`config.mk`:
```
export PLATFORM = sky130hd
export DESIGN_NAME = q_candidate_scan_flat
export DESIGN_NICKNAME = d
export VERILOG_FILES = /design/src/rtl/q_route_pkg.sv /design/src/rtl/q_candidate_scan_if.sv /design/src/rtl/q_candidate_scan.sv /design/src/flat_wrapper.sv
export SDC_FILE = /design/constraint.sdc
export NUM_CORES = 1
export LEC_CHECK = 0
export ABC_AREA = 0
export BUFFER_PORTS_ARGS = -buffer_cell sky130_fd_sc_hd__buf_4
export CAP_MARGIN = 20
export CORE_AREA = 2 2 141 143
export CTS_BUF_LIST = sky130_fd_sc_hd__clkbuf_16
export DETAILED_ROUTE_END_ITERATION = 8
export DIE_AREA = 0 0 143 145
export PLACE_DENSITY = 0.52
export SYNTH_ARGS = -nofsm -noshare
export SYNTH_HDL_FRONTEND = slang
export SYNTH_SLANG_ARGS = --single-unit
```
`constraint.sdc`:
```
create_clock -name clock -period 5.4 [get_ports clock]
set_input_delay 1.08 -clock clock [delete_from_list [all_inputs] [get_ports clock]]
set_output_delay 1.08 -clock clock [all_outputs]
set_load 0.01 [all_outputs]
```
`src/rtl/q_route_pkg.sv`:
```
// Shared routing-node definitions: word width, node-memory map, sentinels and
// the candidate-scan state encodings also used by the policy block.
package q_route_pkg;

  localparam int WORD_WIDTH = 16;

  localparam logic [WORD_WIDTH-1:0] TABLE_BASE = 16'h0700;
  localparam logic [WORD_WIDTH-1:0] LIST_BASE  = 16'h0710;
  localparam logic [WORD_WIDTH-1:0] LEN_ADDR   = 16'h0720;

  // NO_HOP stands for "-1" in the node's hop-ID space.
  localparam logic [WORD_WIDTH-1:0] NO_HOP = 16'd100;
  localparam logic [WORD_WIDTH-1:0] Q_INF  = 16'hFFFF;

  typedef enum logic [7:0] {
    ST_IDLE   = 8'd0,
    ST_RD_ID  = 8'd1,
    ST_RD_Q   = 8'd2,
    ST_RD_ORG = 8'd3,
    ST_EVAL   = 8'd4,
    ST_WR_LEN = 8'd5,
    ST_DONE   = 8'd6
  } scan_state_t;

endpackage

```
`src/rtl/q_candidate_scan_if.sv`:
```
// Bus between the candidate scanner and its environment: control handshake,
// node-memory port and the best-entry results.
interface q_candidate_scan_if;
  import q_route_pkg::*;

  // start_scan is sampled only while the scanner is idle; done_scan is a
  // single-cycle pulse once the list and its length are in memory. Memory
  // reads return data_in the cycle after address is presented; a write
  // happens on every cycle in which wr_en is high.
  logic                  start_scan;
  logic [WORD_WIDTH-1:0] num_neighbors;
  logic [WORD_WIDTH-1:0] mybest;
  logic [WORD_WIDTH-1:0] data_in;
  logic [WORD_WIDTH-1:0] address;
  logic [WORD_WIDTH-1:0] data_out;
  logic                  wr_en;
  logic [WORD_WIDTH-1:0] besthop;
  logic [WORD_WIDTH-1:0] bestvalue;
  logic [WORD_WIDTH-1:0] bestneighborID;
  logic                  done_scan;
  logic [7:0]            cstate;

  modport master (
    output start_scan, num_neighbors, mybest, data_in,
    input  address, data_out, wr_en, besthop, bestvalue, bestneighborID,
           done_scan, cstate
  );

  modport slave (
    input  start_scan, num_neighbors, mybest, data_in,
    output address, data_out, wr_en, besthop, bestvalue, bestneighborID,
           done_scan, cstate
  );

endinterface

```
`src/rtl/q_candidate_scan.sv`:
```
// Scans the neighbour Q-table, tracks the best entry and writes the list of
// hops better than mybest. Define SCAN_TIE_LAST_EN to let equal Q-values pick the later entry.
module q_candidate_scan
  import q_route_pkg::*;
#(
  parameter int MAX_NEIGHBORS = 8
) (
  input logic              clock,
  input logic              nreset,
  q_candidate_scan_if.slave bus
);

  localparam logic [4:0] MAX_N = 5'(MAX_NEIGHBORS);

  scan_state_t           state;
  logic [4:0]            n_lat;
  logic [4:0]            idx;
  logic [4:0]            count;
  logic [WORD_WIDTH-1:0] hop_r;
  logic [WORD_WIDTH-1:0] q_r;
  logic [WORD_WIDTH-1:0] address_r;
  logic [WORD_WIDTH-1:0] data_out_r;
  logic                  wr_en_r;
  logic [WORD_WIDTH-1:0] besthop_r;
  logic [WORD_WIDTH-1:0] bestvalue_r;
  logic [WORD_WIDTH-1:0] bestnbr_r;
  logic                  done_r;

  logic [4:0] n_clamped;
  logic [4:0] idx_nxt;
  logic       take_best;
  logic       take_cand;

  always_comb begin
    n_clamped = MAX_N;
    if (bus.num_neighbors < WORD_WIDTH'(MAX_NEIGHBORS)) begin
      n_clamped = bus.num_neighbors[4:0];
    end
  end

  assign idx_nxt = idx + 5'd1;

  // Q_INF can never win: strict compare against the reset value excludes it,
  // and the tie-last variant excludes it explicitly.
`ifdef SCAN_TIE_LAST_EN
  assign take_best = (q_r <= bestvalue_r) && (q_r != Q_INF);
`else
  assign take_best = (q_r < bestvalue_r);
`endif
  assign take_cand = (q_r < bus.mybest);

  always_ff @(posedge clock or negedge nreset) begin
    if (!nreset) begin
      state       <= ST_IDLE;
      n_lat       <= '0;
      idx         <= '0;
      count       <= '0;
      hop_r       <= '0;
      q_r         <= '0;
      address_r   <= '0;
      data_out_r  <= '0;
      wr_en_r     <= 1'b0;
      besthop_r   <= NO_HOP;
      bestvalue_r <= Q_INF;
      bestnbr_r   <= NO_HOP;
      done_r      <= 1'b0;
    end else begin
      case (state)
        ST_IDLE: begin
          wr_en_r <= 1'b0;
          done_r  <= 1'b0;
          if (bus.start_scan) begin
            n_lat       <= n_clamped;
            idx         <= '0;
            count       <= '0;
            besthop_r   <= NO_HOP;
            bestvalue_r <= Q_INF;
            bestnbr_r   <= NO_HOP;
            state       <= (n_clamped == 5'd0) ? ST_WR_LEN : ST_RD_ID;
          end
        end
        ST_RD_ID: begin
          wr_en_r   <= 1'b0;
          address_r <= TABLE_BASE + WORD_WIDTH'({idx, 2'b00});
          state     <= ST_RD_Q;
        end
        ST_RD_Q: begin
          hop_r     <= bus.data_in;
          address_r <= address_r + 16'd1;
          state     <= ST_RD_ORG;
        end
        ST_RD_ORG: begin
          q_r       <= bus.data_in;
          address_r <= address_r + 16'd1;
          state     <= ST_EVAL;
        end
        ST_EVAL: begin
          // data_in carries the originator word requested in RD_ORG.
          if (take_best) begin
            besthop_r   <= hop_r;
            bestvalue_r <= q_r;
            bestnbr_r   <= bus.data_in;
          end
          if (take_cand) begin
            address_r  <= LIST_BASE + WORD_WIDTH'(count);
            data_out_r <= hop_r;
            wr_en_r    <= 1'b1;
            count      <= count + 5'd1;
          end
          idx   <= idx_nxt;
          state <= (idx_nxt == n_lat) ? ST_WR_LEN : ST_RD_ID;
        end
        ST_WR_LEN: begin
          address_r  <= LEN_ADDR;
          data_out_r <= WORD_WIDTH'(count);
          wr_en_r    <= 1'b1;
          state      <= ST_DONE;
        end
        ST_DONE: begin
          wr_en_r <= 1'b0;
          done_r  <= 1'b1;
          state   <= ST_IDLE;
        end
        default: begin
          wr_en_r <= 1'b0;
          done_r  <= 1'b0;
          state   <= ST_IDLE;
        end
      endcase
    end
  end

  assign bus.address        = address_r;
  assign bus.data_out       = data_out_r;
  assign bus.wr_en          = wr_en_r;
  assign bus.besthop        = besthop_r;
  assign bus.bestvalue      = bestvalue_r;
  assign bus.bestneighborID = bestnbr_r;
  assign bus.done_scan      = done_r;
  assign bus.cstate         = state;

endmodule

```
`src/flat_wrapper.sv`:
```
// flat-port wrapper written by rule: the top's interface ports become plain ports
module q_candidate_scan_flat import q_route_pkg::*;
#(
  parameter int MAX_NEIGHBORS = 8
)
  (clock, nreset, bus_start_scan, bus_num_neighbors, bus_mybest, bus_data_in, bus_address, bus_data_out, bus_wr_en, bus_besthop, bus_bestvalue, bus_bestneighborID, bus_done_scan, bus_cstate);
  q_candidate_scan_if bus_i ();
  input logic clock;
  input logic nreset;
  input wire logic [$bits(bus_i.start_scan)-1:0] bus_start_scan;
  input wire logic [$bits(bus_i.num_neighbors)-1:0] bus_num_neighbors;
  input wire logic [$bits(bus_i.mybest)-1:0] bus_mybest;
  input wire logic [$bits(bus_i.data_in)-1:0] bus_data_in;
  output wire logic [$bits(bus_i.address)-1:0] bus_address;
  output wire logic [$bits(bus_i.data_out)-1:0] bus_data_out;
  output wire logic [$bits(bus_i.wr_en)-1:0] bus_wr_en;
  output wire logic [$bits(bus_i.besthop)-1:0] bus_besthop;
  output wire logic [$bits(bus_i.bestvalue)-1:0] bus_bestvalue;
  output wire logic [$bits(bus_i.bestneighborID)-1:0] bus_bestneighborID;
  output wire logic [$bits(bus_i.done_scan)-1:0] bus_done_scan;
  output wire logic [$bits(bus_i.cstate)-1:0] bus_cstate;
  assign bus_i.start_scan = bus_start_scan;
  assign bus_i.num_neighbors = bus_num_neighbors;
  assign bus_i.mybest = bus_mybest;
  assign bus_i.data_in = bus_data_in;
  assign bus_address = bus_i.address;
  assign bus_data_out = bus_i.data_out;
  assign bus_wr_en = bus_i.wr_en;
  assign bus_besthop = bus_i.besthop;
  assign bus_bestvalue = bus_i.bestvalue;
  assign bus_bestneighborID = bus_i.bestneighborID;
  assign bus_done_scan = bus_i.done_scan;
  assign bus_cstate = bus_i.cstate;
  q_candidate_scan #(.MAX_NEIGHBORS(MAX_NEIGHBORS)) u_core (.clock(clock), .nreset(nreset), .bus(bus_i));
endmodule
```
== Yosys cells after proc, flatten, opt, wreduce, memory -nomap -nowiden ==
Index checks and enable logic that the tools add are counted.
Word-level totals
  output and inout port bits: 90
  flip-flop bits (word level): 137
  latch bits: 0
  bits in read-only memories: 0
  memory bits (writable): 0
  memories: 0
Cells by class
  shift-type cells: 0
  order comparisons: 3
  $mul: 0
  divide/modulo/power cells: 0
  reductions and logical operators: 14
  mux-type cells: 24
  eq/ne operators: 10
  add/sub/neg operators: 5
  bitwise logic cells: 1
Operators with widths (number)
  case mux 16 bit (2 select lines): 4
  2-to-1 mux 16 bit: 7
  case mux 16 bit (4 select lines): 1
  case mux 8 bit (6 select lines): 1
  less-than comparator 16 bit: 2
  == test 8 x 3 -> 1 bit, second input constant: 3
  case mux 5 bit (2 select lines): 2
  adder 16 x 1 -> 16 bit, second input constant: 1
  == test 8 x 2 -> 1 bit, second input constant: 2
  less-than comparator 16 x 4 -> 1 bit, second input constant: 1
  2-to-1 mux 5 bit: 3
  adder 11 x 5 -> 12 bit, first input constant: 1
  adder 11 x 7 -> 12 bit, first input constant: 1
  adder 5 x 1 -> 5 bit, second input constant: 2
  AND reduction 2 bit: 5
  == test 8 x 1 -> 1 bit, second input constant: 1
  logical NOT 8 bit: 1
  2-to-1 mux 8 bit: 1
  2-to-1 mux 3 bit: 2
  AND reduction 3 bit: 2
  == test 5 bit: 1
  logical NOT 5 bit: 1
  OR reduction 5 bit: 1
  != test 2 x 1 -> 1 bit, second input constant: 2
  other kinds (8): 9

== Longest topological paths before layout ==
  word-level depth: 6
  mapped depth: 10
  gate-level depth less buffers: 8

== Worst setup path before layout ==
OpenSTA, ideal clock, no wires.
  kind: input-to-reg
  start point: input bus_mybest[15]
  end point: register u_core.address_r[5], in the netlist u_core.bus.address[5]
  arrival: 2.618 ns
  library setup time: 0.126 ns
  path buffers: 0
  setup slack: 2.656 ns
  stages: 8
  data required time: 5.274 ns
  path through: inv_1 > ha_1 > nand4_2 > nor4_4 > a211oi_2 > a31oi_4 > nor3_2 > a311o_1
On the way
  word-level cells in the longest chain between the ends: 3
RTL lines
  from (decl): RTL line flat_wrapper.sv:12  | input wire logic [$bits(bus_i.mybest)-1:0] bus_mybest;
  less-than comparator 16 bit: RTL line q_candidate_scan.sv:50  | assign take_cand = (q_r < bus.mybest);
  != test 2 x 1 -> 1 bit (no line)
  AND reduction 2 bit (no line)
  to (signal assigned): RTL line q_candidate_scan.sv:84  | address_r <= TABLE_BASE + WORD_WIDTH'({idx, 2'b00});
  to (signal assigned): RTL line q_candidate_scan.sv:89  | address_r <= address_r + 16'd1;
  to (signal assigned): RTL line q_candidate_scan.sv:94  | address_r <= address_r + 16'd1;
  to (decl): RTL line q_candidate_scan.sv:21  | logic [WORD_WIDTH-1:0] address_r;
Every way passes these cells.
A chain may end at the register's enable or synchronous reset.

== Final worst setup path ==
  start point: input bus_mybest[11]
  end point: register u_core.count[4]
On the way
  word-level cells in the longest chain between the ends: 3
RTL lines
  less-than comparator 16 bit: RTL line q_candidate_scan.sv:50
  != test 2 x 1 -> 1 bit (no line)
  AND reduction 3 bit (no line)
  to (signal assigned): RTL line q_candidate_scan.sv:108  | count <= count + 5'd1;
  to (decl): RTL line q_candidate_scan.sv:18  | logic [4:0] count;
Every way passes these cells.

==> run_summary.xml <==
<?xml version="1.0" encoding="UTF-8"?>
<metrics>
  <group name="timing">
    <metric name="hold_violations" unit="">0</metric>
    <metric name="setup_viol" unit="">0</metric>
    <metric name="min_period_over_period" unit="%">58.3</metric>
    <metric name="timing.final.ws_setup" unit="ns">2.25</metric>
    <metric name="final_max_slew_viol_count" unit="">0</metric>
    <metric name="max_freq" unit="MHz">318</metric>
    <metric name="final.setup.tns" unit="ns">0</metric>
    <metric name="worstMarginPinSlew" unit="ns">0.814</metric>
    <metric name="timing.max_slew.rel_slack" unit="%">45.8</metric>
    <metric name="setup_repair_after_global_routing_missed_its_margin" unit="">false</metric>
    <metric name="final_period_minus_worst_setup_slack" unit="ns">3.15</metric>
    <metric name="clock_skew" unit="ns">0.0122</metric>
  </group>
  <group name="cells_and_area">
    <metric name="antenna_cells_inserted" unit="">0</metric>
    <metric name="n_fill_cell" unit="">1851</metric>
    <metric name="stdcell_area" unit="um^2">8450</metric>
    <metric name="final_common_cell" unit="">buf_4</metric>
    <metric name="drive_above_1_share" unit="%">28.7</metric>
    <metric name="commonest_cells_after_routing_fill_and_taps_aside" unit="">buf_4 (139), dfrtp_1 (110), nand2_1 (77), inv_1 (69), o21ai_0 (44)</metric>
    <metric name="areaGrowthSynthToFinish" unit="%">27.5</metric>
    <metric name="layout.nets" unit="">865</metric>
  </group>
  <group name="worst_setup_path">
    <metric name="worstSetupStartpointType" unit="">input port</metric>
    <metric name="r2r_setup_slack" unit="ns">2.49</metric>
    <metric name="timing.setup.critical_path_class" unit="">input port to register</metric>
    <metric name="end_kind" unit="">register</metric>
    <metric name="timing.critical_path.required" unit="ns">5.74</metric>
    <metric name="worst-path-max-fanout" unit="">35</metric>
    <metric name="timing.critical_path.arrival" unit="ns">3.49</metric>
  </group>
  <group name="cts">
    <metric name="clock_tree.root_cell" unit="">clkbuf_16</metric>
    <metric name="number_of_buffers_inserted_by_post_cts_setup_repair" unit="">0</metric>
    <metric name="post_cts_hold_buffer_count" unit="">0</metric>
    <metric name="clock_insertion_delay_worst_skew" unit="ns">0.43</metric>
    <metric name="max-clock-path-buffers" unit="">2</metric>
    <metric name="tritoncts" unit="">done</metric>
    <metric name="clk_pin_slew" unit="ns">0.06</metric>
    <metric name="cts_num_sinks" unit="">132</metric>
    <metric name="post_cts.resized_instances" unit="">0</metric>
    <metric name="cts_max_level" unit="">4</metric>
    <metric name="tritoncts.num_buffers" unit="">17</metric>
  </group>
  <group name="yosys">
    <metric name="yosys_most_used_dff" unit="">dfrtp_1</metric>
    <metric name="portion_of_the_post_synthesis_area_used_by_sequential_elements" unit="%">50.2</metric>
    <metric name="number_of_library_cell_types_mapped_by_synthesis" unit="">61</metric>
    <metric name="synth_edf_count" unit="">0</metric>
    <metric name="synth.yosys.warnings" unit="">0</metric>
    <metric name="netlist.top_cell.by_area" unit="">dfrtp_1</metric>
    <metric name="post_synth_inst_count" unit="">649</metric>
    <metric name="post_synth_main_area_contributors" unit="">dfrtp_1 (42%), dfstp_2 (8.7%), ha_1 (6.2%)</metric>
    <metric name="fraction_of_registers_with_async_set_or_reset_after_synthesis" unit="%">100</metric>
    <metric name="synth.ff_latch_count" unit="">132</metric>
    <metric name="synth.cell_area" unit="um^2">6630</metric>
    <metric name="synth_area_per_cell" unit="um^2">10.2</metric>
    <metric name="synthDominantCellAreaShare" unit="%">41.5</metric>
  </group>
  <group name="placed_design">
    <metric name="post-place-ws" unit="ns">1.83</metric>
    <metric name="gp_congestion" unit="">0.815</metric>
    <metric name="dpl.hpwl" unit="um">13100</metric>
    <metric name="placedInstanceArea" unit="um^2">7870</metric>
    <metric name="port_buffers" unit="">135</metric>
  </group>
  <group name="floorplan">
    <metric name="start_util" unit="%">34.5</metric>
    <metric name="design.portCount" unit="">141</metric>
    <metric name="placementRows" unit="">51</metric>
    <metric name="design.die.area" unit="um^2">20700</metric>
    <metric name="die_extent_in_x" unit="um">143</metric>
    <metric name="fp.coreArea" unit="um^2">19200</metric>
    <metric name="die_y" unit="um">145</metric>
  </group>
  <group name="routing">
    <metric name="via_count" unit="">5205</metric>
    <metric name="drt_iter0_drc" unit="">234</metric>
    <metric name="routedWlPerCell" unit="um">17.1</metric>
    <metric name="drc" unit="">0</metric>
    <metric name="drtAntennaViolNets" unit="">0</metric>
    <metric name="number_of_vias_per_cell_after_detailed_routing" unit="">4.92</metric>
    <metric name="detail_route.wirelength" unit="um">18200</metric>
    <metric name="drt_pass1_iterations" unit="">4</metric>
  </group>
  <group name="global_route">
    <metric name="grt_usage" unit="%">18.0</metric>
    <metric name="wire_length_of_the_first_global_routing_pass" unit="um">29200</metric>
    <metric name="vias_in_the_first_global_route" unit="">5396</metric>
    <metric name="grt_overflow_total" unit="">0</metric>
    <metric name="grt_antenna_before_repair" unit="">0</metric>
    <metric name="grt_max_degree" unit="">50</metric>
  </group>
  <group name="outcome">
    <metric name="status" unit="">complete, no violations</metric>
  </group>
  <group name="worst_hold_path">
    <metric name="holdCritPathClass" unit="">register to register</metric>
  </group>
  <group name="run">
    <metric name="drv.max_cap_violation_count" unit="">0</metric>
  </group>
  <group name="power_and_ir_drop">
    <metric name="p_per_area" unit="nW/um^2">560</metric>
    <metric name="power" unit="mW">4.73</metric>
    <metric name="irDropWorstVdd" unit="V">0.000256</metric>
    <metric name="total_leakage_power" unit="nW">4.39</metric>
  </group>
</metrics>
-- critical path, stage by stage --
cell and delay (ns):
buf_4 0.08, inv_1 0.03, ha_1 0.31, a21oi_1 0.18, o21ai_1 0.14, a22oi_4 0.33
nand3_2 0.62, or3_1 0.57, a21oi_1 0.12
-- kinds of logic after synthesis --
kind of cell | synth area share, %
DFF | 50.2
buffers and inverters | 6.68
other | 0.0566
xor gates and xnor gates | 2.64
adders and majority gates | 6.23
muxes | 8.59
and+or+nand+nor | 12.9
AOI/OAI and AO/OA | 12.7
-- stage by stage --
step / hold WS, ns / utilization (%) / std cells
2_1_floorplan: 0.465 / - / 653
3_3_place_gp: 0.488 / 40.9 / 1026
3_5_place_dp: 0.491 / 40.9 / 1027
4_1_cts: 0.507 / 44.0 / 1059
5_1_grt: 0.533 / 44.0 / 1059
6_report: 0.510 / 44.0 / 1059
-- sequential cells by signal, indices dropped and copies added, names as in the netlist --
signal / count
u_core.bus.cstate: 3
u_core.bus.done_scan: 1
u_core.hop_r: 16
u_core.n_lat: 5
u_core.bus.data_out: 16
u_core.count: 5
u_core.bus.wr_en: 1
u_core.idx: 5
u_core.bus.bestneighborID: 16
u_core.bus.besthop: 16
u_core.q_r: 16
u_core.bus.bestvalue: 16
u_core.bus.address: 16
-- final timing paths --
check	cells after the start	endpoint	start
setup / recovery	9	u_core.count[4]$_DFFE_PN0P_	bus_mybest[11]
hold / removal	1	u_core.n_lat[4]$_DFFE_PN0P_	u_core.n_lat[4]$_DFFE_PN0P_
setup reg to reg	5	u_core.count[4]$_DFFE_PN0P_	u_core.bus.cstate[2]$_DFFE_PN0P_
hold reg to reg	1	u_core.n_lat[4]$_DFFE_PN0P_	u_core.n_lat[4]$_DFFE_PN0P_
max in group asynchronous	2	u_core.bus.bestneighborID[5]$_DFFE_PN1P_	nreset
min in group asynchronous	1	u_core.bus.address[10]$_DFFE_PN0P_	nreset
-- per-layer routing --
layer	GRT usage, %	vias to the layer above	wire length, um
li1	-	2499	-
met1	23.7	2563	8030
met2	28.9	125	8860
met3	5.35	18	1030
met4	4.75	0	235
met5	0	-	0
-- cell usage after synthesis, drive strengths merged, types with 4 or more instances --
| master | instances |
|---|---|
| ha | 33 |
| o21ai | 46 |
| or2 | 4 |
| mux2i | 40 |
| dfrtp | 110 |
| nand2 | 78 |
| mux2 | 15 |
| nor2 | 36 |
| clkbuf | 13 |
| xor2 | 10 |
| inv | 70 |
| nand3 | 28 |
| a21oi | 23 |
| o22a | 16 |
| a21o | 6 |
| a211oi | 5 |
| xnor2 | 10 |
| o31ai | 4 |
| a22o | 5 |
| dfstp | 22 |
| nor3 | 7 |
| o211ai | 4 |
| buf | 18 |
| nand4 | 11 |
| nor4 | 5 |
-- power breakdown --
group	internal (mW)	total (mW)	switching (mW)	leakage [nW]
clock	0.653	1.15	0.498	0.288
sequential	1.40	1.77	0.371	1.64
combinational	0.828	1.81	0.980	2.46
total	2.89	4.73	1.85	4.39
-- cell type report --
type                    count  area, um^2  area share [%]
well taps                 265         332            3.92
clock inverters            15         163            1.92
clock buffers              17         425            5.03
inverters                  70         263            3.11
repair buffers            140        1060            12.5
multi-input cells         420        2880            34.1
flip-flops and latches    132        3330            39.4
Power figures use the tool's default switching activity.
